**src/rtl/apb_master_driver_engine.sv**
```systemverilog
`default_nettype none
// ============================================================================
//  Module      : apb_master_driver_engine
//  Description : Parametrised APB master. Commands are buffered in a FIFO.
//                Each command runs SETUP then ACCESS (with wait states) and
//                returns exactly one response through a valid/ready port.
//                Optional macro MASTER_DRV_TIMEOUT_EN adds an ACCESS-phase
//                timeout that aborts a stalled transfer.
//  Revision    : 1.0 - initial release
// ============================================================================
module apb_master_driver_engine #(
    parameter int ADDR_W     = 32,
    parameter int DATA_W     = 32,
    parameter int NUM_SLAVES = 4,
    parameter int FIFO_DEPTH = 4,
    parameter int TIMEOUT    = 16
) (
    input  logic                    pclk,
    input  logic                    preset,
    input  logic                    cmd_valid,
    output logic                    cmd_ready,
    input  logic                    cmd_write,
    input  logic [ADDR_W-1:0]       cmd_addr,
    input  logic [DATA_W-1:0]       cmd_wdata,
    input  logic [DATA_W/8-1:0]     cmd_strb,
    output logic [NUM_SLAVES-1:0]   psel,
    output logic                    penable,
    output logic                    pwrite,
    output logic [ADDR_W-1:0]       paddr,
    output logic [DATA_W-1:0]       pwdata,
    output logic [DATA_W/8-1:0]     pstrb,
    input  logic                    pready,
    input  logic [DATA_W-1:0]       prdata,
    input  logic                    pslverr,
    output logic                    rsp_valid,
    input  logic                    rsp_ready,
    output logic [DATA_W-1:0]       rsp_rdata,
    output logic                    rsp_err,
    output logic                    rsp_timeout
);

    localparam int STRB_W = DATA_W / 8;
    localparam int SEL_W  = (NUM_SLAVES > 1) ? $clog2(NUM_SLAVES) : 1;
    localparam int PTR_W  = $clog2(FIFO_DEPTH);
    localparam int CNT_W  = PTR_W + 1;
`ifdef MASTER_DRV_TIMEOUT_EN
    localparam int TO_W   = $clog2(TIMEOUT + 1);
`endif

    // Reject parameter sets the FIFO pointers and strobe math cannot support
    generate
        if ((DATA_W % 8 != 0) || (FIFO_DEPTH < 2) ||
            ((FIFO_DEPTH & (FIFO_DEPTH - 1)) != 0) ||
            (NUM_SLAVES < 1) || (TIMEOUT < 1)) begin : g_param_check
            $error("apb_master_driver_engine: illegal parameter set");
        end
    endgenerate

    typedef enum logic [1:0] {
        S_IDLE   = 2'd0,
        S_SETUP  = 2'd1,
        S_ACCESS = 2'd2,
        S_RESP   = 2'd3
    } state_t;

    state_t                 state_q;

    // Command FIFO storage and bookkeeping
    logic [ADDR_W-1:0]      fifo_addr_q  [FIFO_DEPTH];
    logic [DATA_W-1:0]      fifo_wdata_q [FIFO_DEPTH];
    logic [STRB_W-1:0]      fifo_strb_q  [FIFO_DEPTH];
    logic                   fifo_write_q [FIFO_DEPTH];
    logic [PTR_W-1:0]       wr_ptr_q;
    logic [PTR_W-1:0]       rd_ptr_q;
    logic [CNT_W-1:0]       count_q;
    logic [CNT_W-1:0]       count_d;
    logic                   cmd_ready_q;
    logic                   cmd_ready_d;

    // Registered bus and response outputs
    logic [NUM_SLAVES-1:0]  psel_q;
    logic                   penable_q;
    logic                   pwrite_q;
    logic [ADDR_W-1:0]      paddr_q;
    logic [DATA_W-1:0]      pwdata_q;
    logic [STRB_W-1:0]      pstrb_q;
    logic                   bad_q;
    logic                   rsp_valid_q;
    logic [DATA_W-1:0]      rsp_rdata_q;
    logic                   rsp_err_q;
`ifdef MASTER_DRV_TIMEOUT_EN
    logic [TO_W-1:0]        tmo_cnt_q;
    logic                   rsp_timeout_q;
`endif

    // Combinational helpers
    logic                   w_push;
    logic                   w_pop;
    logic                   w_empty;
    logic [ADDR_W-1:0]      w_head_addr;
    logic [DATA_W-1:0]      w_head_wdata;
    logic [STRB_W-1:0]      w_head_strb;
    logic                   w_head_write;
    logic [SEL_W-1:0]       w_idx;
    logic [NUM_SLAVES-1:0]  w_psel_dec;
    logic                   w_idx_ok;
    logic                   w_tmo_hit;
    logic                   w_acc_done;
    logic                   w_rsp_err;
    logic [DATA_W-1:0]      w_rsp_rdata;

    // FIFO control: push on handshake, pop whenever the FSM starts a transfer
    always_comb begin
        w_head_addr  = fifo_addr_q[rd_ptr_q];
        w_head_wdata = fifo_wdata_q[rd_ptr_q];
        w_head_strb  = fifo_strb_q[rd_ptr_q];
        w_head_write = fifo_write_q[rd_ptr_q];
        w_empty      = (count_q == '0);
        w_push       = cmd_valid && cmd_ready_q;
        w_pop        = !w_empty &&
                       ((state_q == S_IDLE) || ((state_q == S_RESP) && rsp_ready));
        count_d      = count_q + CNT_W'(w_push) - CNT_W'(w_pop);
        // Push is impossible while full, so a slot freed by a pop shows up next cycle
        cmd_ready_d  = (count_d != CNT_W'(FIFO_DEPTH));
    end

    // Slave select decode from the top address bits of the FIFO head
    always_comb begin
        w_idx = '0;
        if (NUM_SLAVES > 1) begin
            w_idx = w_head_addr[ADDR_W-1 -: SEL_W];
        end
        w_psel_dec = '0;
        for (int i = 0; i < NUM_SLAVES; i++) begin
            w_psel_dec[i] = (int'(w_idx) == i);
        end
        w_idx_ok = |w_psel_dec;
    end

    // ACCESS-phase completion: slave ready, unmapped slave, or timeout abort
    always_comb begin
        w_tmo_hit = 1'b0;
`ifdef MASTER_DRV_TIMEOUT_EN
        w_tmo_hit = !bad_q && !pready && (tmo_cnt_q == TO_W'(TIMEOUT - 1));
`endif
        w_acc_done  = bad_q || pready || w_tmo_hit;
        w_rsp_err   = bad_q || w_tmo_hit || pslverr;
        w_rsp_rdata = (bad_q || w_tmo_hit || pwrite_q) ? '0 : prdata;
    end

    // FIFO storage write; contents need no reset since the pointers gate reads
    always_ff @(posedge pclk) begin
        if (w_push) begin
            fifo_addr_q[wr_ptr_q]  <= cmd_addr;
            fifo_wdata_q[wr_ptr_q] <= cmd_wdata;
            fifo_strb_q[wr_ptr_q]  <= cmd_strb;
            fifo_write_q[wr_ptr_q] <= cmd_write;
        end
    end

    // Transfer FSM with FIFO pointers and registered bus/response outputs
    always_ff @(posedge pclk) begin
        if (preset) begin
            state_q     <= S_IDLE;
            wr_ptr_q    <= '0;
            rd_ptr_q    <= '0;
            count_q     <= '0;
            cmd_ready_q <= 1'b1;
            psel_q      <= '0;
            penable_q   <= 1'b0;
            pwrite_q    <= 1'b0;
            paddr_q     <= '0;
            pwdata_q    <= '0;
            pstrb_q     <= '0;
            bad_q       <= 1'b0;
            rsp_valid_q <= 1'b0;
            rsp_rdata_q <= '0;
            rsp_err_q   <= 1'b0;
`ifdef MASTER_DRV_TIMEOUT_EN
            tmo_cnt_q     <= '0;
            rsp_timeout_q <= 1'b0;
`endif
        end else begin
            count_q     <= count_d;
            cmd_ready_q <= cmd_ready_d;
            if (w_push) begin
                wr_ptr_q <= wr_ptr_q + PTR_W'(1);
            end
            if (w_pop) begin
                rd_ptr_q <= rd_ptr_q + PTR_W'(1);
            end

            case (state_q)
                S_IDLE: begin
                    state_q <= S_IDLE;
                end
                S_SETUP: begin
                    penable_q <= 1'b1;
                    state_q   <= S_ACCESS;
                end
                S_ACCESS: begin
                    if (w_acc_done) begin
                        psel_q      <= '0;
                        penable_q   <= 1'b0;
                        rsp_valid_q <= 1'b1;
                        rsp_rdata_q <= w_rsp_rdata;
                        rsp_err_q   <= w_rsp_err;
                        state_q     <= S_RESP;
`ifdef MASTER_DRV_TIMEOUT_EN
                        rsp_timeout_q <= w_tmo_hit;
`endif
                    end else begin
`ifdef MASTER_DRV_TIMEOUT_EN
                        tmo_cnt_q <= tmo_cnt_q + TO_W'(1);
`endif
                    end
                end
                S_RESP: begin
                    if (rsp_ready) begin
                        rsp_valid_q <= 1'b0;
                        state_q     <= S_IDLE;
                    end
                end
                default: begin
                    state_q <= S_IDLE;
                end
            endcase

            // Starting a transfer (from IDLE or straight out of RESP) loads the bus
            if (w_pop) begin
                psel_q    <= w_psel_dec;
                penable_q <= 1'b0;
                pwrite_q  <= w_head_write;
                paddr_q   <= w_head_addr;
                pwdata_q  <= w_head_wdata;
                pstrb_q   <= w_head_write ? w_head_strb : '0;
                bad_q     <= !w_idx_ok;
                state_q   <= S_SETUP;
`ifdef MASTER_DRV_TIMEOUT_EN
                tmo_cnt_q <= '0;
`endif
            end
        end
    end

    assign cmd_ready = cmd_ready_q;
    assign psel      = psel_q;
    assign penable   = penable_q;
    assign pwrite    = pwrite_q;
    assign paddr     = paddr_q;
    assign pwdata    = pwdata_q;
    assign pstrb     = pstrb_q;
    assign rsp_valid = rsp_valid_q;
    assign rsp_rdata = rsp_rdata_q;
    assign rsp_err   = rsp_err_q;
`ifdef MASTER_DRV_TIMEOUT_EN
    assign rsp_timeout = rsp_timeout_q;
`else
    assign rsp_timeout = 1'b0;
`endif

endmodule
`default_nettype wire

```
**config.mk**
```make
export PLATFORM = sky130hd
export DESIGN_NAME = apb_master_driver_engine
export DESIGN_NICKNAME = d
export VERILOG_FILES = /design/src/rtl/apb_master_driver_engine.sv
export SDC_FILE = /design/constraint.sdc
export NUM_CORES = 1
export LEC_CHECK = 0
export BUFFER_PORTS_ARGS = -buffer_cell sky130_fd_sc_hd__buf_2
export CORE_MARGIN = 2
export CORE_UTILIZATION = 40
export CTS_CLUSTER_SIZE = 30
export DETAILED_ROUTE_END_ITERATION = 7
export PLACE_DENSITY_LB_ADDON = 0.25
export SYNTH_ARGS = -nofsm -noshare
export SYNTH_HDL_FRONTEND = slang
export SYNTH_SLANG_ARGS = --single-unit
```
**constraint.sdc**
```tcl
create_clock -name pclk -period 3.2 [get_ports pclk]
set_input_delay 0.64 -clock pclk [delete_from_list [all_inputs] [get_ports pclk]]
set_output_delay 0.64 -clock pclk [all_outputs]
set_load 0.005 [all_outputs]
```
==> flow_summary_export.csv, run 1 <==
group,metric,value,unit
clock_network,insertion_delay,0.55,ns
floorplan,coreArea,0.0364,mm2
synth,synthTopCellsByCount,"edfxtp_1, dfxtp_1, a21oi_1",
critical_path,cp_data_arrival_time,2.87,ns
critical_path,critPathMaxFanout,3,
synth,syn_area,0.0147,mm2
timing,hold_viol,0,
critical_path,cp.required,3.63,ns
critical_path,reg2reg_from,"state_q[0]",
synth,async_flop_share,0,
clock_network,cts_setup_buffers,0,
finish,postLayoutCoreUtil,0.484,
global_route,antenna_found_initial,8,
timing,timing.fmax,0.411,GHz
synth,yosys_most_used_dff,"edfxtp_1",
min_path,holdPathEnd,"fifo_wdata_q[0][28]",
floorplan,initial_core_util,0.404,
timing,post-route-period-util,0.761,
synth,syn_area_per_cell,15.9,um2
critical_path,worstSetupEndpointType,"register",
critical_path,crit_chain,"inv_1 -> ha_1 -> a21oi_4 -> nor2_1 -> ha_1 -> inv_1 -> ha_1 -> fa_1 -> xor3_1 -> nor2_1 -> nand2_1",
routing,drc,0,
floorplan,rows,70,
min_path,worst_hold_startpoint,"cmd_wdata[28]",
power_and_ir_drop,p_per_area,863,mW/mm2
run_status,status,"complete, no violations",
timing,rsz0062_at_grt,"false",
timing,fin_crit,2.43,ns
timing,relSlewSlack,0.350,
finish,drive_above_1_share,0.319,
synth,ys_types,41,
floorplan,die_h,196,um
critical_path,slowest_delay,0.39,ns
timing,tns,0,ns
clock_network,clk_pin_slew,0.06,ns
routing,wl,34300,um
power_and_ir_drop,ir_drop,527,uV
routing,num_vias,8675,
min_path,whs_path_depth,1,
critical_path,ff2ff_setup_slack,0.77,ns
synth,synth_seq_cells,397,
global_route,overflow,0,
finish,final.fill_count,3178,
place,numPortBuffers,215,
synth,synth_warnings,0,
critical_path,critPathKind,"register to register",
clock_network,cts_sinks,397,
place,globalplace.congestion,0.733,
finish,fin_nets,1254,
clock_network,cts_made_buffers,43,
min_path,hp-class,"input pin to register",
floorplan,dieArea,0.0383,mm2
clock_network,cts_tree,"yes",
clock_network,root_buffer,"clkbuf_16",
power_and_ir_drop,p_leak,6.25,nW
critical_path,crit_family,"adder cells",
global_route,grt_start_max_net_pins,74,
floorplan,pin_count,217,
routing,viasPerCell,5.29,
synth,synth_edf_count,276,
global_route,grt_pass1_wl,52800,um
synth,netlist_top_cells_area,"edfxtp_1, dfxtp_1, mux4_2",
critical_path,cpMostUsedCell,"ha_1",
critical_path,reg2reg_to,"cmd_ready",
global_route,grtUsageTotal,0.182,
routing,drtIter0Drc,410,
global_route,grt_pass1_vias,8938,
finish,area_growth,19.9,%
critical_path,worstRegToRegCells,11,
critical_path,crit_buf_inv,2,
timing,worstMarginPinSlew,0.976,ns
floorplan,die_w,196,um
routing,dr.pass1.iters,5,
timing,drv_slew,0,
clock_network,cts_max_path_buffers,3,
timing,setup_viol,0,
synth,seq_area_frac_synth,0.728,
synth,synth_top_area_cell,"edfxtp_1",
place,hpwl,21100,um
synth,synth_top_area_share,0.563,
critical_path,cp-start-kind,"register",
synth,synth_fp_nets,1040,
critical_path,slowest_stage,"fa_1",
routing,drtAntennaViolNets,0,
job,maxCapViolCount,0,
timing,finClkSkew,0.0142,ns
synth,netlist_instances,923,
routing,post_drt_wl_per_cell,20.9,um
clock_network,cts_hold_buf,0,
synth,yosysMostFrequentCell,"edfxtp_1",
clock_network,ctsResizeCount,0,
clock_network,htreeDepth,2,
-- metrics by stage --
step                setup WS [ns]  hold slack, ns  area (um2)  cells  total power, W
floorplan                   0.454           0.448       14700    923         0.00922
global placement            0.653           0.436       16300   1560          0.0108
detailed placement          0.598           0.442       16300   1560          0.0108
CTS                         0.734           0.264       17600   1638          0.0154
global route                0.591           0.270       17600   1639          0.0161
finish                      0.766           0.300       17600   1640          0.0152
-- placed cells by master (no fill, tap or decap), types with 2 or more instances in the layout --
cell type and instances:
clkinv_4 2, inv_6 2, nor3b_1 2, clkbuf_1 11, o22ai_1 3, clkinv_1 7, ha_1 9, a211oi_1 2
inv_1 9, clkbuf_8 3, a21oi_1 107, diode_2 2, nor2b_1 3, o21ai_0 73, nor2_1 5, and3_4 4
dfxtp_1 117, buf_12 6, mux4_2 57, nand2_1 36, buf_4 21, buf_2 214, clkinv_2 9, dfxtp_2 4
clkbuf_16 43, nand4_1 4, nand2b_1 4, nand3_1 100, edfxtp_1 276, nand3b_1 4, mux4_1 12, nor3_1 2
-- cell type report --
cell class | count | area, um2 | share of cell area
diodes | 2 | 5.00 | 0.000284
clock inverters | 21 | 136 | 0.00773
flip-flops and latches | 397 | 10700 | 0.607
inverters | 9 | 33.8 | 0.00192
clock buffers | 57 | 1160 | 0.0657
multi-input cells | 445 | 3660 | 0.207
well taps | 468 | 586 | 0.0332
repair buffers | 241 | 1350 | 0.0765
-- power breakdown --
group          switching (W)  internal [W]
Combinational        0.00227       0.00161
Clock                0.00196       0.00263
Sequential          0.000467       0.00629
-- registers in the layout, summed over array words and instances, names as in the netlist, 2 cells and up, named ones only --
register      flops
count_q           3
fifo_addr_q     128
fifo_strb_q      16
fifo_wdata_q    128
fifo_write_q      4
paddr            32
psel              4
pstrb             4
pwdata           32
rd_ptr_q          2
rsp_rdata        32
state_q           2
wr_ptr_q          2
-- worst max-delay path by stage --
stage	start	to	slack (ns)	cells past startpoint
final	state_q[0]	cmd_ready	0.77	11
after global routing	state_q[0]	cmd_ready	0.59	11
after CTS	state_q[0]	cmd_ready	0.73	11
after detailed placement	rsp_ready	cmd_ready	0.60	10
after global placement	rsp_ready	cmd_ready	0.65	10
after floorplan	cmd_valid	fifo_addr_q[0][0]	0.45	1
-- metal layers --
layer,GRT usage,vias up,part of all wire
met3,0.0516,65,0.067
met1,0.228,4331,0.43
met5,0,-,0.0020
met2,0.307,247,0.48
li1,-,4022,-
met4,0.0530,10,0.024
-- worst register-to-register path: stages (launching register included) --
cell	delay (ns)
dfxtp_1	0.34
inv_1	0.07
ha_1	0.25
a21oi_4	0.15
nor2_1	0.08
ha_1	0.27
inv_1	0.04
ha_1	0.19
fa_1	0.39
xor3_1	0.36
nor2_1	0.13
nand2_1	0.06
-- logic make-up after synthesis --
| family | count (synthesis) | synth area share |
|---|---|---|
| AO/OA/AOI/OAI | 193 | 0.0677 |
| XOR/XNOR | 2 | 0.00221 |
| adder cells (fa/ha/maj) | 10 | 0.00901 |
| buffers and inverters | 81 | 0.0271 |
| flip-flops | 397 | 0.728 |
| multiplexers | 69 | 0.109 |
| other | 1 | 0.000255 |
| AND/OR/NAND/NOR | 170 | 0.0571 |
Power figures use the tool's default switching activity.
==> inputs of run 2 (changes only) <==
- clock period: 3.2 -> 2.45 ns (I/O delays scaled with it)
==> run 2 against run 1 <==
Compared with the run above:
- first-iteration DRC count grew 3.7%
- routed wire length up 0.24%
- total power grew 31%
- fmax grew 12%
- sequential power is 29% higher
- non-clock buffer count is 1 higher
- clock skew shrank 0.00078 ns
- clock power is 31% higher
==> flow_summary_export.csv, run 2 (synthesis results as in run 1) <==
group,metric,value,unit
timing,worstMarginPinSlew,1.03,ns
routing,num_vias,8669,
clock_network,cts_tree,"yes",
finish,mostFrequentLayoutCells,"edfxtp_1, buf_2, dfxtp_1",
job,maxCapViolCount,0,
finish,area_growth,20.7,%
clock_network,cts_setup_buffers,0,
routing,wl,34400,um
timing,fin_crit,2.18,ns
place,globalplace.congestion,0.737,
timing,setup_viol,0,
global_route,overflow,0,
floorplan,initial_core_util,0.404,
global_route,grt_pass1_wl,52400,um
critical_path,reg2reg_from,"state_q[0]",
routing,drc,0,
critical_path,cp.required,2.88,ns
routing,post_drt_wl_per_cell,21.0,um
floorplan,die_h,196,um
floorplan,pin_count,217,
timing,relSlewSlack,0.313,
floorplan,coreArea,0.0364,mm2
clock_network,cts_max_path_buffers,3,
power_and_ir_drop,p_per_area,1120,mW/mm2
critical_path,cp-startpoint,"state_q[0]",
critical_path,critPathMaxFanout,3,
power_and_ir_drop,p_leak,6.28,nW
routing,viasPerCell,5.28,
finish,reg_top3,"fifo_addr_q: 128 flops, fifo_wdata_q: 128 flops",
critical_path,reg2reg_to,"cmd_ready",
global_route,grt_pass1_vias,8766,
critical_path,worstRegToRegCells,11,
clock_network,cts_hold_buf,0,
timing,timing.fmax,0.458,GHz
global_route,grt_start_max_net_pins,74,
floorplan,dieArea,0.0383,mm2
clock_network,clk_pin_slew,0.06,ns
timing,drv_slew,0,
place,dp_slack,-0.0116,ns
critical_path,crit_chain,"inv_1 -> ha_2 -> a21oi_4 -> nor2_2 -> ha_1 -> inv_1 -> ha_1 -> fa_1 -> xor3_1 -> nor2_2 -> nand2_1",
min_path,hp-class,"input pin to register",
timing,rsz0062_at_grt,"false",
critical_path,slowest_delay,0.40,ns
critical_path,worstSetupEndpointType,"register",
timing,hold_viol,0,
finish,final_cell_area,0.0178,mm2
place,place_area,0.0164,mm2
finish,drive_above_1_share,0.328,
timing,finClkSkew,0.0134,ns
timing,setup_ws,0.268,ns
critical_path,cp_data_arrival_time,2.61,ns
place,hpwl,20400,um
clock_network,htreeDepth,2,
critical_path,slowest_stage,"fa_1",
clock_network,cts_sinks,397,
clock_network,insertion_delay,0.55,ns
routing,drtAntennaViolNets,0,
global_route,grtUsageTotal,0.181,
clock_network,cts_made_buffers,42,
finish,final_common_cell,"edfxtp_1",
floorplan,rows,70,
global_route,antenna_found_initial,11,
critical_path,cp-start-kind,"register",
critical_path,ff2ff_setup_slack,0.27,ns
run_status,status,"complete, no violations",
routing,dr.pass1.iters,5,
critical_path,endpoint,"cmd_ready",
timing,tns,0,ns
finish,postLayoutCoreUtil,0.487,
routing,drtIter0Drc,425,
floorplan,die_w,196,um
critical_path,critPathKind,"register to register",
clock_network,root_buffer,"clkbuf_16",
finish,fin_nets,1254,
power_and_ir_drop,ir_drop,640,uV
timing,post-route-period-util,0.891,
place,numPortBuffers,215,
timing,hold_ws,0.156,ns
[run 2: worst min-delay path by stage]
stage,cells after the start,to,slack [ns],startpoint
3_3_place_gp,2,rsp_rdata[21],0.44,rsp_rdata[21]
4_1_cts,1,fifo_addr_q[1][9],0.12,cmd_addr[9]
3_5_place_dp,2,rsp_rdata[21],0.44,rsp_rdata[21]
2_1_floorplan,2,rsp_rdata[0],0.45,rsp_rdata[0]
5_1_grt,1,fifo_addr_q[1][9],0.13,cmd_addr[9]
6_report,1,fifo_addr_q[3][20],0.16,cmd_addr[20]
[run 2: timing repair]
action | CTS | global route
pin swaps | 0 | 2
hold endpoints to repair | 0 | 0
resized for setup | 1 | 3
setup endpoints to repair | 1 | 1
[run 2: layout make-up]
cell class / count / area, um2
fill: 3156 / 18700
sequential: 397 / 10700
multi-input combinational: 445 / 3660
timing repair buffer: 242 / 1430
clock buffer: 57 / 1190
tap: 468 / 586
clock inverter: 19 / 128
inverter: 9 / 33.8
antenna: 5 / 12.5
[run 2: stage by stage]
step,total power (W),cells
after CTS,0.0203,1637
after detailed placement,0.0142,1561
final,0.0200,1642
after floorplan,0.0120,923
after global routing,0.0211,1640
after global placement,0.0141,1561
[run 2: layer usage]
metal	vias up	wire length [um]	GRT usage
met1	4319	14700	0.233
met2	247	16600	0.301
li1	4026	-	-
met5	-	65	0
met3	67	2220	0.0495
met4	10	819	0.0533
[run 2: report_power, final]
part           leakage (nW)  total (W)  switching [W]  internal (W)
clock                 0.651    0.00602        0.00251       0.00351
sequential             3.52    0.00872       0.000506       0.00821
combinational          2.11    0.00523        0.00309       0.00214
[run 2: critical path, delay by kind of cell, from the launching register on]
| kind | cells | cell delay [ns] |
|---|---|---|
| flip-flops | 1 | 0.34 |
| AO/OA/AOI/OAI | 1 | 0.14 |
| AND/OR/NAND/NOR | 3 | 0.22 |
| buffers and inverters | 2 | 0.10 |
| adder cells (fa/ha/maj) | 4 | 1.07 |
| XOR/XNOR | 1 | 0.20 |
==> inputs of run 3 (changes only) <==
- CTS_BUF_LIST: not set -> sky130_fd_sc_hd__clkbuf_16
- GPL_TIMING_DRIVEN: not set -> 0
==> run 3 against run 2 <==
Compared with the run above:
- fmax shrank 2.6%
- global-route usage about the same
- critical endpoint unchanged
- worst hold slack got worse by 0.019 ns
- register-to-register slack lost 0.06 ns
- die area stayed put
==> flow_summary_export.csv, run 3 (synthesis results as in run 1) <==
group,metric,value,unit
run_status,status,"complete, no violations",
place,globalplace.congestion,0.773,
finish,final.fill_count,3152,
critical_path,worstSetupEndpointType,"register",
power_and_ir_drop,p_per_area,1120,mW/mm2
place,dp.cells,1610,
power_and_ir_drop,total_power,0.0199,W
finish,mostFrequentLayoutCells,"edfxtp_1, buf_2, dfxtp_1",
timing,worstMarginPinSlew,0.841,ns
timing,drv_slew,0,
finish,final_cells,1696,
timing,relSlewSlack,0.439,
clock_network,cts_tree,"yes",
floorplan,dieArea,0.0383,mm2
finish,area_growth,21.4,%
routing,wl,34600,um
timing,setup_viol,0,
critical_path,slowest_stage,"fa_2",
global_route,grt_pass1_wl,52400,um
global_route,grt_start_max_net_pins,53,
min_path,hp-class,"input pin to register",
job,maxCapViolCount,0,
clock_network,clk_pin_slew,0.06,ns
routing,drc,0,
timing,hold_viol,0,
floorplan,initial_core_util,0.404,
finish,drive_above_1_share,0.305,
critical_path,slowest_delay,0.36,ns
global_route,grt_pass1_vias,8907,
clock_network,cts_max_path_buffers,3,
finish,fin_nets,1306,
floorplan,die_h,196,um
power_and_ir_drop,p_leak,6.39,nW
finish,reg_top3,"fifo_addr_q: 128 flops, fifo_wdata_q: 128 flops",
finish,postLayoutCoreUtil,0.490,
floorplan,rows,70,
finish,final_cell_area,0.0179,mm2
routing,post_drt_wl_per_cell,20.4,um
critical_path,cp_data_arrival_time,2.68,ns
floorplan,coreArea,0.0364,mm2
global_route,grtUsageTotal,0.181,
critical_path,crit_chain,"inv_1 -> ha_2 -> a21oi_4 -> buf_6 -> nor2_4 -> ha_1 -> inv_1 -> ha_1 -> fa_2 -> xor3_1 -> nor2_2 -> nand2_1",
clock_network,htreeDepth,2,
floorplan,die_w,196,um
finish,final_common_cell,"edfxtp_1",
critical_path,critPathMaxFanout,8,
routing,dr.pass1.iters,5,
critical_path,cp-start-kind,"register",
timing,timing.fmax,0.447,GHz
critical_path,critPathKind,"register to register",
timing,post-route-period-util,0.914,
timing,rsz0062_at_grt,"false",
timing,fin_crit,2.24,ns
clock_network,root_buffer,"clkbuf_16",
place,numPortBuffers,215,
critical_path,cp.required,2.89,ns
global_route,antenna_found_initial,6,
clock_network,cts_sinks,397,
global_route,overflow,0,
clock_network,insertion_delay,0.57,ns
routing,num_vias,8855,
timing,tns,0,ns
place,hpwl,22700,um
routing,drtIter0Drc,470,
power_and_ir_drop,ir_drop,628,uV
place,place_area,0.0165,mm2
timing,finClkSkew,0.0235,ns
floorplan,pin_count,217,
clock_network,cts_made_buffers,42,
routing,drtAntennaViolNets,0,
routing,viasPerCell,5.22,
[run 3: routing by layer]
| metal | wire, um | global-route usage | vias to the layer above |
|---|---|---|---|
| li1 | - | - | 4145 |
| met1 | 15000 | 0.238 | 4368 |
| met2 | 16500 | 0.299 | 274 |
| met3 | 2310 | 0.0444 | 64 |
| met4 | 760 | 0.0519 | 4 |
| met5 | 21 | 0 | - |
[run 3: through the flow]
| step | worst slack [ns] | hold WS, ns |
|---|---|---|
| global route | 0.0466 | 0.124 |
| global placement | -0.566 | 0.434 |
| finish | 0.210 | 0.137 |
| CTS | 0.0609 | 0.108 |
| floorplan | 0.0220 | 0.448 |
| detailed placement | -0.661 | 0.442 |
[run 3: worst paths after layout]
path,to,from,depth (start not counted),slack (ns)
worst max-delay path,cmd_ready,state_q[0],12,0.21
worst min-delay path,fifo_addr_q[3][8],cmd_addr[8],1,0.14
worst max register to register,cmd_ready,state_q[0],12,0.21
worst min register to register,rsp_rdata[23],rsp_rdata[23],2,0.45
[run 3: cell type report]
type | instances | area [um2] | area share
Sequential cell | 397 | 10700 | 0.600
Multi-Input combinational cell | 445 | 3660 | 0.205
Timing Repair Buffer | 222 | 1210 | 0.0677
Clock buffer | 42 | 1050 | 0.0588
Tap cell | 468 | 586 | 0.0328
Buffer | 72 | 374 | 0.0209
Clock inverter | 36 | 225 | 0.0126
Inverter | 9 | 33.8 | 0.00189
Antenna cell | 5 | 12.5 | 0.000700
[run 3: what timing repair did]
| item | CTS | global route |
|---|---|---|
| buffers inserted | 3 | 0 |
| endpoints found under the hold margin | 0 | 0 |
| endpoints found under the setup margin | 3 | 1 |
| gates resized for setup | 8 | 4 |
| hold buffers | 0 | 0 |
| pin swaps | 2 | 1 |
| cloned | 0 | 0 |
[run 3: worst max-delay path, delay by kind of cell, from the launching register on]
kind | cells | cell delay, ns
flops | 1 | 0.33
buf+inv | 3 | 0.23
simple gates | 3 | 0.22
fa+ha+maj | 4 | 1.02
xor+xnor | 1 | 0.20
compound gates | 1 | 0.13
[run 3: power breakdown]
part,internal (W),switching (W)
logic,0.00227,0.00322
registers,0.00821,0.000435
clock network,0.00324,0.00256
total,0.0137,0.00621
